**config.mk**
```make
export PLATFORM = sky130hd
export DESIGN_NAME = mult_issue_ctrl
export DESIGN_NICKNAME = d
export VERILOG_FILES = /design/src/rtl/mult_issue_ctrl.sv
export SDC_FILE = /design/constraint.sdc
export NUM_CORES = 1
export LEC_CHECK = 0
export CAP_MARGIN = 20
export CELL_PAD_IN_SITES_DETAIL_PLACEMENT = 1
export CELL_PAD_IN_SITES_GLOBAL_PLACEMENT = 1
export CORE_AREA = 2 2 158 160
export DETAILED_ROUTE_END_ITERATION = 16
export DIE_AREA = 0 0 160 162
export PLACE_DENSITY = 0.88
export SKIP_CTS_REPAIR_TIMING = 1
export SLEW_MARGIN = 20
export SYNTH_ARGS = -nofsm -noshare
export SYNTH_HDL_FRONTEND = slang
export SYNTH_SLANG_ARGS = --single-unit
```
**constraint.sdc**
```tcl
create_clock -name clk -period 4.7 [get_ports clk]
set_input_delay 0.705 -clock clk [delete_from_list [all_inputs] [get_ports clk]]
set_output_delay 0.705 -clock clk [all_outputs]
set_load 0.1 [all_outputs]
```
**src/rtl/mult_issue_ctrl.sv**
```systemverilog
// mult_issue_ctrl: handshake front end for a sequential shift-add multiplier,
// feeding it operand magnitudes and sign-correcting the captured product.
module mult_issue_ctrl #(
  parameter int WIDTH       = 32,
  parameter int MULT_CYCLES = 70
) (
  input  logic                 clk,
  input  logic                 rst,
  input  logic                 in_valid,
  output logic                 in_ready,
  input  logic [WIDTH-1:0]     in_a,
  input  logic [WIDTH-1:0]     in_b,
  input  logic                 in_signed,
  output logic                 out_valid,
  input  logic                 out_ready,
  output logic [2*WIDTH-1:0]   out_result,
  output logic                 out_ovf,
  output logic                 busy,
  output logic                 mult_rst,
  output logic [WIDTH-1:0]     mult_a,
  output logic [WIDTH-1:0]     mult_b,
  input  logic [2*WIDTH-1:0]   mult_res
);
  localparam int CW = $clog2(MULT_CYCLES) + 1;
  typedef enum logic [1:0] {IDLE, START, RUN, DONE} state_t;
  state_t state_q, state_d;
  logic [CW-1:0] cnt_q, cnt_d;
  logic [WIDTH-1:0] mag_a_q, mag_a_d, mag_b_q, mag_b_d;
  logic neg_q, neg_d, sgn_q, sgn_d, ovf_q, ovf_d;
  logic [2*WIDTH-1:0] res_q, res_d, prod;
  logic accept, last, prod_ovf;
  assign in_ready   = (state_q == IDLE) && !rst;
  assign accept     = in_valid && in_ready;
  assign last       = cnt_q == CW'(MULT_CYCLES - 1);
  assign prod       = neg_q ? ~mult_res + 1'b1 : mult_res;
  // Overflow means the upper half is not the extension of the lower half's top bit.
  assign prod_ovf   = sgn_q ? (prod[2*WIDTH-1:WIDTH] != {WIDTH{prod[WIDTH-1]}})
                            : (|prod[2*WIDTH-1:WIDTH]);
  assign out_valid  = state_q == DONE;
  assign busy       = state_q != IDLE;
  assign mult_rst   = rst | (state_q == START);
  assign mult_a     = mag_a_q;
  assign mult_b     = mag_b_q;
  assign out_result = res_q;
  assign out_ovf    = ovf_q;
  always_comb begin
    state_d = state_q;
    cnt_d   = cnt_q;
    mag_a_d = mag_a_q;
    mag_b_d = mag_b_q;
    neg_d   = neg_q;
    sgn_d   = sgn_q;
    res_d   = res_q;
    ovf_d   = ovf_q;
    unique case (state_q)
      IDLE: if (accept) begin
        state_d = START;
        mag_a_d = (in_signed && in_a[WIDTH-1]) ? -in_a : in_a;
        mag_b_d = (in_signed && in_b[WIDTH-1]) ? -in_b : in_b;
        neg_d   = in_signed && (in_a[WIDTH-1] ^ in_b[WIDTH-1]);
        sgn_d   = in_signed;
      end
      START: begin
        state_d = RUN;
        cnt_d   = '0;
      end
      RUN: begin
        cnt_d = cnt_q + CW'(1);
        if (last) begin
          state_d = DONE;
          res_d   = prod;
          ovf_d   = prod_ovf;
        end
      end
      DONE: state_d = out_ready ? IDLE : DONE;
    endcase
  end
  always_ff @(posedge clk) begin
    if (rst) begin
      state_q <= IDLE;
      cnt_q   <= '0;
      mag_a_q <= '0;
      mag_b_q <= '0;
      neg_q   <= 1'b0;
      sgn_q   <= 1'b0;
      res_q   <= '0;
      ovf_q   <= 1'b0;
    end else begin
      state_q <= state_d;
      cnt_q   <= cnt_d;
      mag_a_q <= mag_a_d;
      mag_b_q <= mag_b_d;
      neg_q   <= neg_d;
      sgn_q   <= sgn_d;
      res_q   <= res_d;
      ovf_q   <= ovf_d;
    end
  end
endmodule

```
==> impl.org, run 1 <==
** Status
- The run finished with clean final reports.

** Global route
- Global-route wire length before repair :: 50,100 um
- For this run, the total global-route usage over all layers was measured as 24.5%.
- Initial antenna violation count :: 2
- GR met1 Demand/Resource :: 28.4%
- Met2 usage in global routing :: 42.5%
- Most heavily used metal layer in global routing :: met2
- Largest net degree at the start of global routing :: 85
- The number of global-route vias before repair was 9,131.
- Met3 Usage GRT :: 8.27%
- Sum of overflow across all layers after global routing :: 0

** Setup path
- Counting buffers and inverters, the worst setup path is 13 cells deep.
- Largest stage delay, worst path :: 0.60 ns
- Crit path from :: mult_res[19]
- For the worst setup path, the data arrival time is 4.75 ns.
- Along the worst path, the maximum fanout reaches 7.
- Cell class contributing the biggest share of worst-path delay :: simple AND/OR/NAND/NOR gates
- STA classifies the critical path startpoint as an input pin.
- The startpoint identified for the worst register-to-register timing path is neg_q$_SDFFE_PP0P_.
- CP bufs+invs :: 3
- The critical path is of the in -> reg type.
- CP Capture Type :: flop
- The critical path goes through clkdlybuf4s50_1, or4_4, or4_1, buf_4, or2_1, buf_4, o41a_1, xor2_1, nand3_1, nor3_1, nand3_1, a2111oi_2, nor3_1.
- Required time of the critical path :: 4.99 ns
- Among all stages on the critical path, the largest delay is contributed by or4_1.
- The number of cells on the worst reg-to-reg path is 9.

** STA
- The final count of hold timing violations is 0.
- Worst slew margin relative to its limit :: 30.0%
- At the pin with the least slew margin, the transition time is 1.05 ns.
- Of the available clock period, the critical path in the final layout requires 94.9%.
- Setup repair after global routing left no endpoint under its margin.
- Timing would allow up to 224 MHz.
- Final Critical Period :: 4.46 ns
- Hold timing on the final database bottoms out at a slack of 0.463 ns.
- The final max-slew violation count is 0.
- Setup violations remaining at the end of the flow were counted as 0.
- Max Clock Skew :: 0.0174 ns

** Min path
- Startpoint of the most critical hold path :: mult_b[31]$_SDFFE_PP0P_
- Number of cells on the worst hold path :: 2
- Worst hold path type :: reg -> reg

** Floorplanning
- Horiz. Die Dim :: 160 um
- The initial utilization of the core area, before any placement, comes to 32.8%.
- Core Area :: 24,100 sq um
- In this run the vertical extent of the chip is 162 um.
- Total Die Area :: 25,900 sq um
- After floorplanning, the core was divided into 57 placement rows.
- For this design the top-level I/O count stands at 266.

** Synth
- Number of flops mapped to enable cells by yosys :: 0
- Sequential elements use 35.7% of the synthesized area.
- Counting every net in the synthesized netlist gives 1,116.
- Yosys printed 0 warnings.
- A synthesized cell averages 8.11 sq um.
- For this run, the leading register cell type out of synthesis is dfxtp_1.
- In the synthesized netlist the async set-or-reset flop fraction comes to 0%.
- Count of cell types in the netlist :: 53
- Flops & latches, synth :: 141
- The cell area that synthesis handed to floorplanning was 7900 sq um.
- Count of mapped cells out of synthesis :: 974

** Routing
- For this block, the via count after detailed routing is 8,561.
- Detailed-route wire length per cell :: 19.9 um
- After detailed routing, the total wire length is 31,900 um.
- In this run the remaining antenna-violating nets after routing total 0.
- For this run, design rule violations remaining after detail routing come to 0.
- Dividing the detail-routed via count by the number of cells gives 5.33.
- The first routing iteration left 373 violations.
- Pre-antenna DRT Iters :: 4

** Flow run
- Across the run, the number of max-cap violations was 0.

** Placed design
- Post-detailed-placement half-perimeter wirelength :: 24,700 um
- RD Place Congestion :: 0.931
- Number of buffer cells added on primary ports :: 265

** Final layout
- Proportion of layout cells with a drive suffix above 1 :: 9.90%
- Area growth from synthesis to layout :: 49.8%
- Antenna Cells :: 0
- For this run, the post-layout net count is 1,413.

** Clocking
- Counting the buffers created by CTS gives 17.
- Clock-pin slew was measured on the worst setup and hold paths at 0.06 ns.
- The H-tree generated during clock tree synthesis spans 4 levels.
- TritonCTS sink count :: 141
- Clock tree root driver cell :: clkbuf_16
- At the later pin of the worst-skew pair, clock insertion delay measures 0.43 ns.
- Clock tree from TritonCTS :: done
- Largest buffer count on any clock path :: 2

** Power
- Summing internal, switching and leakage power gives 4.63 mW.
- For this design the static power due to leakage is 3.91 nW.
- In this run the power density over the cells is 391 nW/um^2.
- IR analysis of the VDD net gives a maximum drop of 0.000250 V.
==> cell usage in the layout, fill, tap and decap left out, drive strengths merged, types with 6 or more instances in the layout <==
master	synthesis	routed
clkdlybuf4s50	0	264
dfxtp	141	141
nor2	105	105
xor2	98	98
o21ai	85	85
buf	12	75
nand3	64	64
a211oi	57	57
nand2	50	50
a21oi	34	34
xnor2	30	30
o31ai	30	30
or4	27	27
o41ai	21	21
clkbuf	49	21
nor4	20	20
or3	19	19
nor3	19	19
nand4	18	18
inv	17	17
nand2b	14	14
ha	9	9
nor2b	8	8
mux2i	7	7
clkinv	0	6
==> cell usage after synthesis (all sizes together) (27+ instances only) <==
cell type,instances,share of area (%)
a211oi,57,5.4
a21oi,34,2.2
clkbuf,49,2.3
dfxtp,141,36
nand2,50,2.4
nand3,64,4.1
nor2,105,5.0
o21ai,85,5.4
o31ai,30,3.0
or4,27,2.7
xnor2,30,3.3
xor2,98,11
==> cells by family after synthesis <==
family,Yosys count,synth area share [%]
and+or+nand+nor,364,23.4
AOI/OAI and AO/OA,247,20.7
DFF,141,35.7
xor gates and xnor gates,128,14.2
buffers and inverters,78,3.74
adders and majority gates,9,1.42
muxes,7,0.887
==> path summary, 6_finish.rpt <==
check,endpoint,slack [ns]
worst min-delay path,mult_b[31]$_SDFFE_PP0P_,0.46
worst min register to register,mult_b[31]$_SDFFE_PP0P_,0.46
worst max register to register,out_ovf$_SDFFE_PP0P_,1.58
worst max-delay path,out_ovf$_SDFFE_PP0P_,0.24
==> power by group <==
group / total (mW) / leakage [nW] / internal (mW) / switching, mW
registers: 1.40 / 1.15 / 1.32 / 0.0792
logic: 1.93 / 2.50 / 0.517 / 1.42
clock network: 1.29 / 0.259 / 0.739 / 0.551
total: 4.63 / 3.91 / 2.58 / 2.05
==> area by class of cell <==
| type | instances | area (sq um) |
|---|---|---|
| Fill cell | 2902 | 12300 |
| Sequential cell | 141 | 2820 |
| Timing Repair Buffer | 339 | 3200 |
| Tap cell | 324 | 405 |
| Clock buffer | 21 | 450 |
| Clock inverter | 10 | 93.8 |
| Multi-Input combinational cell | 755 | 4800 |
| Inverter | 17 | 63.8 |
==> flip-flops by register name, indices dropped and copies added, names as in the netlist <==
name,count
out_result,64
mult_a,32
mult_b,32
cnt_q,8
state_q,2
neg_q,1
out_ovf,1
sgn_q,1
==> metrics by stage <==
stage / setup TNS, ns / std cells / worst slack (ns) / cell area (sq um) / util, %
6_report: 0 / 1607 / 0.237 / 11800 / 49.1
5_1_grt: 0 / 1607 / 0.0440 / 11800 / 49.1
4_1_cts: 0 / 1607 / 0.227 / 11800 / 49.1
3_5_place_dp: -0.0512 / 1576 / -0.0512 / 11300 / 46.9
3_3_place_gp: 0 / 1576 / 0.0531 / 11300 / 46.9
2_1_floorplan: 0 / 974 / 0.715 / 7900 / -
==> per-layer routing <==
metal,up-vias,part of all wire [%]
met5,-,0
met2,303,48
met3,46,8.1
met1,4074,42
met4,0,2.6
li1,4138,-
==> worst register-to-register path, cell delays in order (launching register included) <==
cell and delay [ns]:
dfxtp_2 0.75, inv_1 0.23, a41oi_1 0.38, xnor2_1 0.23, nand2_1 0.09, or4_1 0.51
nor3_2 0.21, nand4_1 0.14, a2111oi_2 0.38, nor3_1 0.08
Note: power is estimated with default switching activity, not from simulation.
==> run 2, diff against run 1 <==
--- a/config.mk
+++ b/config.mk
@@ -13,7 +13,7 @@
 export DIE_AREA = 0 0 160 162
 export PLACE_DENSITY = 0.88
 export SKIP_CTS_REPAIR_TIMING = 1
-export SLEW_MARGIN = 20
+export SLEW_MARGIN = 0
 export SYNTH_ARGS = -nofsm -noshare
 export SYNTH_HDL_FRONTEND = slang
 export SYNTH_SLANG_ARGS = --single-unit
==> results of run 2 <==
The final DEF is identical to that of run 1; final timing and power are the same.
==> run 3, diff against run 2 <==
--- a/config.mk
+++ b/config.mk
@@ -8,11 +8,12 @@
 export CAP_MARGIN = 20
 export CELL_PAD_IN_SITES_DETAIL_PLACEMENT = 1
 export CELL_PAD_IN_SITES_GLOBAL_PLACEMENT = 1
-export CORE_AREA = 2 2 158 160
+export CORE_AREA = 2 2 142 179
 export DETAILED_ROUTE_END_ITERATION = 16
-export DIE_AREA = 0 0 160 162
-export PLACE_DENSITY = 0.88
+export DIE_AREA = 0 0 144 181
+export PLACE_DENSITY = 0.87
 export SKIP_CTS_REPAIR_TIMING = 1
+export SKIP_LAST_GASP = 1
 export SLEW_MARGIN = 0
 export SYNTH_ARGS = -nofsm -noshare
 export SYNTH_HDL_FRONTEND = slang
==> impl.org, run 3 (same netlist as run 1, synthesis figures left out) <==
** Floorplanning
- I/O pin total :: 266 (unchanged)
- The core outline area is 24,300 sq um (was 24,100 sq um).
- The die extent in x was 144 um (was 160 um).
- The height of the chip is 181 um (was 162 um).
- The overall die area came to 26,100 sq um (was 25,900 sq um).
- Floorplan row count :: 64 (was 57)
- Effective utilization at floorplan :: 32.6% (was 32.8%)

** Clocking
- TritonCTS sink count :: 141 (unchanged)
- Clock transition at path regs :: 0.07 ns (was 0.06 ns)
- The cell chosen for the clock root was clkbuf_16 (unchanged).
- The clock tree from TritonCTS is done (unchanged).
- The level count of the clock H-tree came to 4 (unchanged).
- The number of clock buffers inserted by TritonCTS came to 17 (unchanged).
- The number of buffers on the longest clock path came to 2 (unchanged).
- Worst-Skew Late Latency :: 0.43 ns (about the same)

** Power
- The maximum vdd drop was 0.000255 V (was 0.000250 V).
- The part of the total power dissipated in the clock network was 30.3% (was 27.9%).
- The part of the total power dissipated in sequential elements is 29.2% (was 30.3%).
- Switching power total :: 2.06 mW (was 2.05 mW)
- The combinational fraction of design power came to 40.5% (was 41.8%).
- The power density over the cells is 404 nW/um^2 (was 391 nW/um^2).
- Power Internal :: 2.74 mW (was 2.58 mW)
- Switching part of the total power :: 43.0% (was 44.2%)
- The leakage power of the design is 3.92 nW (was 3.91 nW).

** Final layout
- The number of flip-flops in the largest register came to 64 (unchanged).
- Final #Nets :: 1,405 (was 1,413)
- The layout cell share with drive strength beyond 1 came to 9.48% (was 9.90%).
- Leading cell types in the layout, fill and taps excluded :: clkdlybuf4s50_1 (264), dfxtp_1 (140), nor2_1 (104) (unchanged)
- Most common library cell in the layout ignoring fill and taps :: clkdlybuf4s50_1 (unchanged)
- The share of the core filled with cells came to 49.0% (was 49.1%).
- Final design instance area without fill :: 11,900 sq um (was 11,800 sq um)
- Antenna Cells :: 0 (unchanged)
- The area growth from synthesis to final layout came to 50.4% (was 49.8%).

** STA
- The final max-slew violation count came to 0 (unchanged).
- The shortest period the worst path allows is 4.43 ns (was 4.46 ns).
- The fmax was 226 MHz (was 224 MHz).
- Worst slew margin relative to its limit :: 28.4% (was 30.0%)
- The portion of the clock cycle consumed by the worst path in the final layout was 94.2% (was 94.9%).
- Unrepaired setup endpoints after global routing :: false (unchanged)
- Hold violation total from the final report :: 0 (unchanged)
- Worst slew pin tran :: 1.07 ns (was 1.05 ns)
- Final setup violation count :: 0 (unchanged)
- The worst setup skew after layout was 0.0130 ns (was 0.0174 ns).

** Routing
- Total via count after detailed routing :: 8,649 (was 8,561)
- Pre-antenna DRT Iters :: 5 (was 4)
- The wire length per cell after detailed routing came to 20.0 um (was 19.9 um).
- Average via count per standard cell :: 5.39 (was 5.33)
- Detailed-route wire length :: 32,100 um (was 31,900 um)
- Initial drt markers :: 401 (was 373)
- Post-detailed-route DRC marker count :: 0 (unchanged)
- The remaining antenna violation count after routing came to 0 (unchanged).

** Setup path
- The critical path endpoint category is a flop (unchanged).
- Crit path from :: mult_res[10] (was mult_res[19])
- Worst reg2reg path endpoint :: out_ovf$_SDFFE_PP0P_ (unchanged)
- The data arrival time of the worst path is 4.73 ns (was 4.75 ns).
- Critical path peak fanout :: 7 (unchanged)
- R2R Path Start :: neg_q$_SDFFE_PP0P_ (unchanged)
- The critical path endpoint is out_ovf$_SDFFE_PP0P_ (unchanged).
- The slack of the worst reg-to-reg path came to 1.52 ns (was 1.58 ns).
- The data required time of the worst path is 5.00 ns (was 4.99 ns).
- Cell depth of the worst flop-to-flop path :: 9 (unchanged)
- Crit path launch type :: input pin (unchanged)
- The kind of critical path is in -> reg (unchanged).

** Placed design
- The HPWL reported at the end of detailed placement was 24,700 um (about the same).
- Number of buffer cells added on primary ports :: 265 (unchanged)
- The weighted congestion reported at the end of routability-driven placement is 0.935 (was 0.931).
- Post-placement cell area :: 11,200 sq um (was 11,300 sq um)

** Global route
- The wire length of the first global-routing pass is 50,700 um (was 50,100 um).
- Global-route usage over all layers :: 24.9% (was 24.5%)
- The number of global-route vias before repair was 9,380 (was 9,131).
- The number of antenna violations at the first check in global routing was 0 (was 2).
- The total overflow reported by the global router is 0 (unchanged).
- The largest net degree at the start of global routing came to 118 (was 85).

** Flow run
- Number of max-cap violations :: 0 (unchanged)

** Status
- Status :: completed (unchanged)

** Min path
- The type of the worst min-delay path was reg -> reg (unchanged).
-- run 3: changes by cell type in the layout (fill, tap and decap cells not counted), sizes merged --
cell,previous run,this run
buf,75,67
bufinv,1,4
clkbuf,21,19
inv,17,19
clkinv,6,5
clkinvlp,3,2
-- run 3: routing by layer --
layer | routed length (um) | GRT usage, % | up-vias
met2 | 16500 | 45.5 | 293
met3 | 2380 | 7.77 | 71
met1 | 12100 | 26.0 | 4153
met4 | 1150 | 10.4 | 0
li1 | - | - | 4132
met5 | 0 | 0 | -
-- run 3: metrics by stage --
step	std cells	total power [mW]	hold WS (ns)	setup WS, ns	setup TNS [ns]
after floorplan	974	2.74	0.445	0.715	0
after global placement	1573	3.32	0.447	0.00663	0
after detailed placement	1573	3.36	0.455	-0.0878	-0.0878
after CTS	1605	4.83	0.462	0.322	0
after global routing	1606	4.99	0.488	0.100	0
final	1606	4.80	0.457	0.271	0
-- run 3: worst min path at each step --
stage	from	end	slack (ns)	cells after the start
after floorplan	sgn_q$_SDFFE_PP0P_	sgn_q$_SDFFE_PP0P_	0.45	2
after global placement	mult_a[31]$_SDFFE_PP0P_	mult_a[31]$_SDFFE_PP0P_	0.45	2
after detailed placement	mult_a[31]$_SDFFE_PP0P_	mult_a[31]$_SDFFE_PP0P_	0.45	2
after CTS	mult_a[31]$_SDFFE_PP0P_	mult_a[31]$_SDFFE_PP0P_	0.46	2
after global routing	mult_b[31]$_SDFFE_PP0P_	mult_b[31]$_SDFFE_PP0P_	0.49	2
final	mult_a[31]$_SDFFE_PP0P_	mult_a[31]$_SDFFE_PP0P_	0.46	2
-- run 3: worst max-delay path, stage by stage --
cell and delay [ns]:
clkdlybuf4s50_1 0.47, or4_4 0.57, or4_1 0.68, or2_4 0.32, o41ai_1 0.39, xor2_1 0.41, nand4_1 0.16, nor4_1 0.35
nand4_1 0.16, a2111oi_2 0.40, nor3_1 0.10
-- run 3: power groups by stage --
stage | Sequential, mW | Clock, mW | Combinational [mW]
finish | 1.40 | 1.46 | 1.94
global route | 1.42 | 1.54 | 2.04
CTS | 1.40 | 1.49 | 1.94
detailed placement | 1.43 | 0 | 1.93
global placement | 1.42 | 0 | 1.91
floorplan | 2.24 | 0 | 0.499
-- run 3: layout make-up --
| cell class | instances | area (sq um) |
|---|---|---|
| repair buffers | 331 | 3160 |
| clock inverters | 13 | 189 |
| clock buffers | 19 | 433 |
| fillers | 2845 | 12400 |
| multi-input cells | 755 | 4800 |
| inverters | 17 | 63.8 |
| flip-flops and latches | 141 | 2820 |
| well taps | 330 | 413 |
==> edit 1, RTL diff (flow settings as in run 1) <==
`MULT_CYCLES`: 70 -> 140.
--- a/src/rtl/mult_issue_ctrl.sv
+++ b/src/rtl/mult_issue_ctrl.sv
@@ -4,3 +4,3 @@
   parameter int WIDTH       = 32,
-  parameter int MULT_CYCLES = 70
+  parameter int MULT_CYCLES = 140
 ) (
Check against the original RTL: no difference found for any inputs over 4 cycles, from zero or initial values and one cycle with rst high; that may be too few to reach the edited logic, so the function may still have changed.
==> edit 1 against run 1 <==
- sequential cell count is 1 higher
- cell area fell by 1.5%
- fmax up 10%
- wire length is essentially flat
- setup slack better by 420 ps
- combinational power fell by 2%
- critical endpoint unchanged
- total power rose by 3.0%
- area after synthesis rose by 2.0%
- global-route usage shrank 0.19 points
- die area stayed put
- highest routed layer unchanged
==> edit 1: results (changes against run 1) <==
| Metric | Value |
|---|---|
| Cells after Synth | `993 (was 974)` |
| Hold_ws | `470 ps (was 463 ps)` |
| Unique masters post-synth | `56 (was 53)` |
| Worst-Margin Slew | `1110 ps (was 1050 ps)` |
| Nets | `1373 (was 1413)` |
| Compound-Gate Fraction of Synth Area | `20.6% (was 20.7%)` |
| Comb pwr | `1.89 mW (was 1.93 mW)` |
| P_int | `2.69 mW (was 2.58 mW)` |
| Worst hold start | `mult_a[7]$_SDFFE_PP0P_ (was mult_b[31]$_SDFFE_PP0P_)` |
| Post-synthesis mux area share | `1.01% (was 0.887%)` |
| Vias in the first global route | `9193 (was 9131)` |
| Initial antenna violation count | `1 (was 2)` |
| Overall routing resource usage | `24.3% (was 24.5%)` |
| Largest net degree at the start of global routing | `103 (was 85)` |
| DR iter-0 viols | `613 (was 373)` |
| Comb pwr share | `39.6% (was 41.8%)` |
| Crit path DAT | `4340 ps (was 4750 ps)` |
| DR vias | `8751 (was 8561)` |
| Synth cell count leaders | `dfxtp_1 (142), nor2_1 (126), xor2_1 (85) (was dfxtp_1 (141), nor2_1 (105), xor2_1 (98))` |
| Worst-case vdd ir drop | `294 µV (was 250 µV)` |
| Outcome | `complete, no violations (unchanged)` |
| Layout cells sized above 1 | `6.51% (was 9.90%)` |
| Register area share after synthesis | `35.3% (was 35.7%)` |
| Leak Pwr | `3.71 nW (was 3.91 nW)` |
| First-pass GRT wire length | `50200 µm (was 50100 µm)` |
| Largest fanout on the critical path | `8 (was 7)` |
| Pre-CTS setup slack | `307 ps (was -51.2 ps)` |
| Reg2Reg Setup Slack | `1810 ps (was 1580 ps)` |
| Post-Synth XOR/XNOR Area | `14.0% (was 14.2%)` |
| Placed Area | `0.0110 mm² (was 0.0113 mm²)` |
| DP HPWL | `23900 µm (was 24700 µm)` |
| Routability cong. | `0.900 (was 0.931)` |
| Crit path from | `mult_res[6] (was mult_res[19])` |
| Skew final | `11.2 ps (was 17.4 ps)` |
| Total iterations of the first detailed-routing run | `5 (was 4)` |
| Routed len/inst | `20.3 µm (was 19.9 µm)` |
| Synth area leaders | `dfxtp_1 (35%), xor2_1 (9.2%), nor2_1 (5.9%) (was dfxtp_1 (36%), xor2_1 (11%), a211oi_1 (5.4%))` |
| Initial Util | `33.4% (was 32.8%)` |
| Syn_nets | `1134 (was 1116)` |
| Placed cells | `1537 (was 1576)` |
| Final non-filler cell total | `1570 (was 1607)` |
| Worst hold endpoint | `mult_a[7]$_SDFFE_PP0P_ (was mult_b[31]$_SDFFE_PP0P_)` |
| PnR worst setup slack | `657 ps (was 237 ps)` |
| Post-synthesis adder-cell area fraction | `1.24% (was 1.42%)` |
-- edit 1: worst max-delay path: stages --
cell	delay (ps)
clkdlybuf4s50_1	520
nor4_4	380
nand4_1	400
buf_4	300
o41ai_1	500
xor2_1	300
and3_1	220
nand4_1	100
or4_1	510
nor4_1	290
a21oi_1	110
-- edit 1: area by class of cell --
type | count | area (µm²)
multi-input cells | 775 | 4950
inverters | 14 | 52.6
flip-flops and latches | 142 | 2840
well taps | 324 | 405
clock inverters | 13 | 179
diodes | 1 | 2.50
repair buffers | 282 | 2790
clock buffers | 19 | 443
fillers | 2926 | 12400
-- edit 1: metal layers --
metal / vias up / wire, µm / track usage, % / part of all wire, %
met5: - / 0 / 0 / 0
met3: 71 / 2170 / 6.61 / 6.8
met4: 0 / 1180 / 11.2 / 3.7
met1: 4237 / 12700 / 27.6 / 40
li1: 4128 / - / - / -
met2: 315 / 15900 / 42.6 / 50
==> edit 2, RTL diff (settings of run 1) <==
Made on the original files. Make the reset (`rst`) asynchronous in one clocked block.
--- a/src/rtl/mult_issue_ctrl.sv
+++ b/src/rtl/mult_issue_ctrl.sv
@@ -77,3 +77,3 @@
   end
-  always_ff @(posedge clk) begin
+  always_ff @(posedge clk or posedge rst) begin
     if (rst) begin
Formal check against the unedited RTL: differs if rst is asserted again (counterexample within 4 cycles, from zero or initial values and one cycle with rst high); with rst held inactive, the same outputs for 10 cycles.
==> edit 2 against run 1 <==
- cell area increased by 1.4%
- setup slack improved by 160 ps
- sequential cell count unchanged
- critical path depth decreased by 2
- count of clock-buffer cells in the layout decreased by 2
- wire length decreased by 4.8%
- register-to-register slack got worse by 70 ps
- area after synthesis increased by 6.2%
- via count decreased by 3.2%
Power is not compared: it rests on default switching activity, and its combinational part moved more than twofold at a synthesized area within 25%.
==> edit 2: results (changes against run 1) <==
| Metric | Value |
|---|---|
| Outcome | `complete, no violations (unchanged)` |
| DP HPWL | `23200 µm (was 24700 µm)` |
| Skew final | `14.8 ps (was 17.4 ps)` |
| Initial antenna violation count | `0 (was 2)` |
| Syn_nets | `1117 (was 1116)` |
| Crit path DAT | `4580 ps (was 4750 ps)` |
| Hold Crit Depth | `2 (unchanged)` |
| Slowest stage delay, CP | `620 ps (was 600 ps)` |
| First-pass GRT wire length | `48400 µm (was 50100 µm)` |
| DR vias | `8287 (was 8561)` |
| Overall routing resource usage | `23.5% (was 24.5%)` |
| FFs w/ async S/R, synth | `100% (was 0%)` |
| Largest net degree at the start of global routing | `108 (was 85)` |
| Register area share after synthesis | `42.0% (was 35.7%)` |
| Layout cells sized above 1 | `6.35% (was 9.90%)` |
| Largest fanout on the critical path | `14 (was 7)` |
| Hold_ws | `477 ps (was 463 ps)` |
| Worst hold endpoint | `mult_a[28]$_DFFE_PP0P_ (was mult_b[31]$_SDFFE_PP0P_)` |
| Synth area leaders | `dfrtp_1 (42%), o21ai_0 (8.7%), xor2_1 (7.8%) (was dfxtp_1 (36%), xor2_1 (11%), a211oi_1 (5.4%))` |
| Max_slew headroom | `29.4% (was 30.0%)` |
| Launch point of the worst reg-to-reg path | `neg_q$_DFFE_PP0P_ (was neg_q$_SDFFE_PP0P_)` |
| Synth cell count leaders | `nand2_1 (164), o21ai_0 (146), dfrtp_1 (141) (was dfxtp_1 (141), nor2_1 (105), xor2_1 (98))` |
| Fill count | `2807 (was 2902)` |
| DR iter-0 viols | `424 (was 373)` |
| Reg2Reg Setup Slack | `1510 ps (was 1580 ps)` |
| Routed len/inst | `19.4 µm (was 19.9 µm)` |
| Worst hold start | `mult_a[28]$_DFFE_PP0P_ (was mult_b[31]$_SDFFE_PP0P_)` |
| R2R depth | `8 (was 9)` |
| Routability cong. | `0.871 (was 0.931)` |
## edit 2: layer usage
| layer | up-vias | GRT usage (%) | share of wire (%) |
|---|---|---|---|
| li1 | 3956 | - | - |
| met1 | 4013 | 27.4 | 41 |
| met2 | 281 | 41.7 | 49 |
| met3 | 37 | 7.41 | 8.1 |
| met4 | 0 | 6.92 | 1.8 |
| met5 | - | 0 | 0 |
## edit 2: how the worst max path moves through the flow
stage | startpoint | endpoint | slack (ps) | cells past startpoint
finish | mult_res[18] | out_ovf$_DFFE_PP0P_ | 400 | 11
global placement | mult_res[16] | out_ovf$_DFFE_PP0P_ | 300 | 10
detailed placement | mult_res[18] | out_ovf$_DFFE_PP0P_ | 140 | 11
floorplan | rst | cnt_q[0]$_DFFE_PP0P_ | 210 | 1
CTS | mult_res[18] | out_ovf$_DFFE_PP0P_ | 530 | 11
global route | mult_res[18] | out_ovf$_DFFE_PP0P_ | 300 | 11
## edit 2: critical path, delay by kind of cell
kind | cells | cell delay (ps)
simple gates | 5 | 1910
compound gates | 3 | 820
buf+inv | 2 | 750
xor+xnor | 1 | 400
## edit 2: cell families after synthesis
group	Yosys count	share of synthesized area, %
XOR/XNOR	124	13.0
AND/OR/NAND/NOR	379	21.9
buffers and inverters	72	3.34
AO/OA/AOI/OAI	235	16.4
flip-flops	141	42.0
multiplexers	15	1.95
adder cells (fa/ha/maj)	9	1.34
## edit 2: area by class of cell
type                            instances  share of cell area (%)
Multi-Input combinational cell        762                    38.2
Inverter                               25                   0.823
Clock inverter                         12                    1.14
Sequential cell                       141                    29.4
Tap cell                              324                    3.38
Timing Repair Buffer                  285                    23.3
Clock buffer                           19                    3.69
## edit 2: metrics by stage
step           worst slack (ps)  instances  utilization, %  instance area [µm²]  power, mW
2_1_floorplan               214        975               -                 8390       1.68
3_3_place_gp                297       1537            47.4                11400       1.97
3_5_place_dp                145       1537            47.4                11400       1.98
4_1_cts                     531       1568            49.8                12000       3.36
5_1_grt                     304       1568            49.8                12000       3.46
6_report                    397       1568            49.8                12000       3.33
## edit 2: power breakdown
| part | internal [mW] | total, mW | switching (mW) |
|---|---|---|---|
| registers | 1.24 | 1.26 | 0.0197 |
| logic | 0.243 | 0.700 | 0.457 |
| clock network | 0.799 | 1.36 | 0.566 |
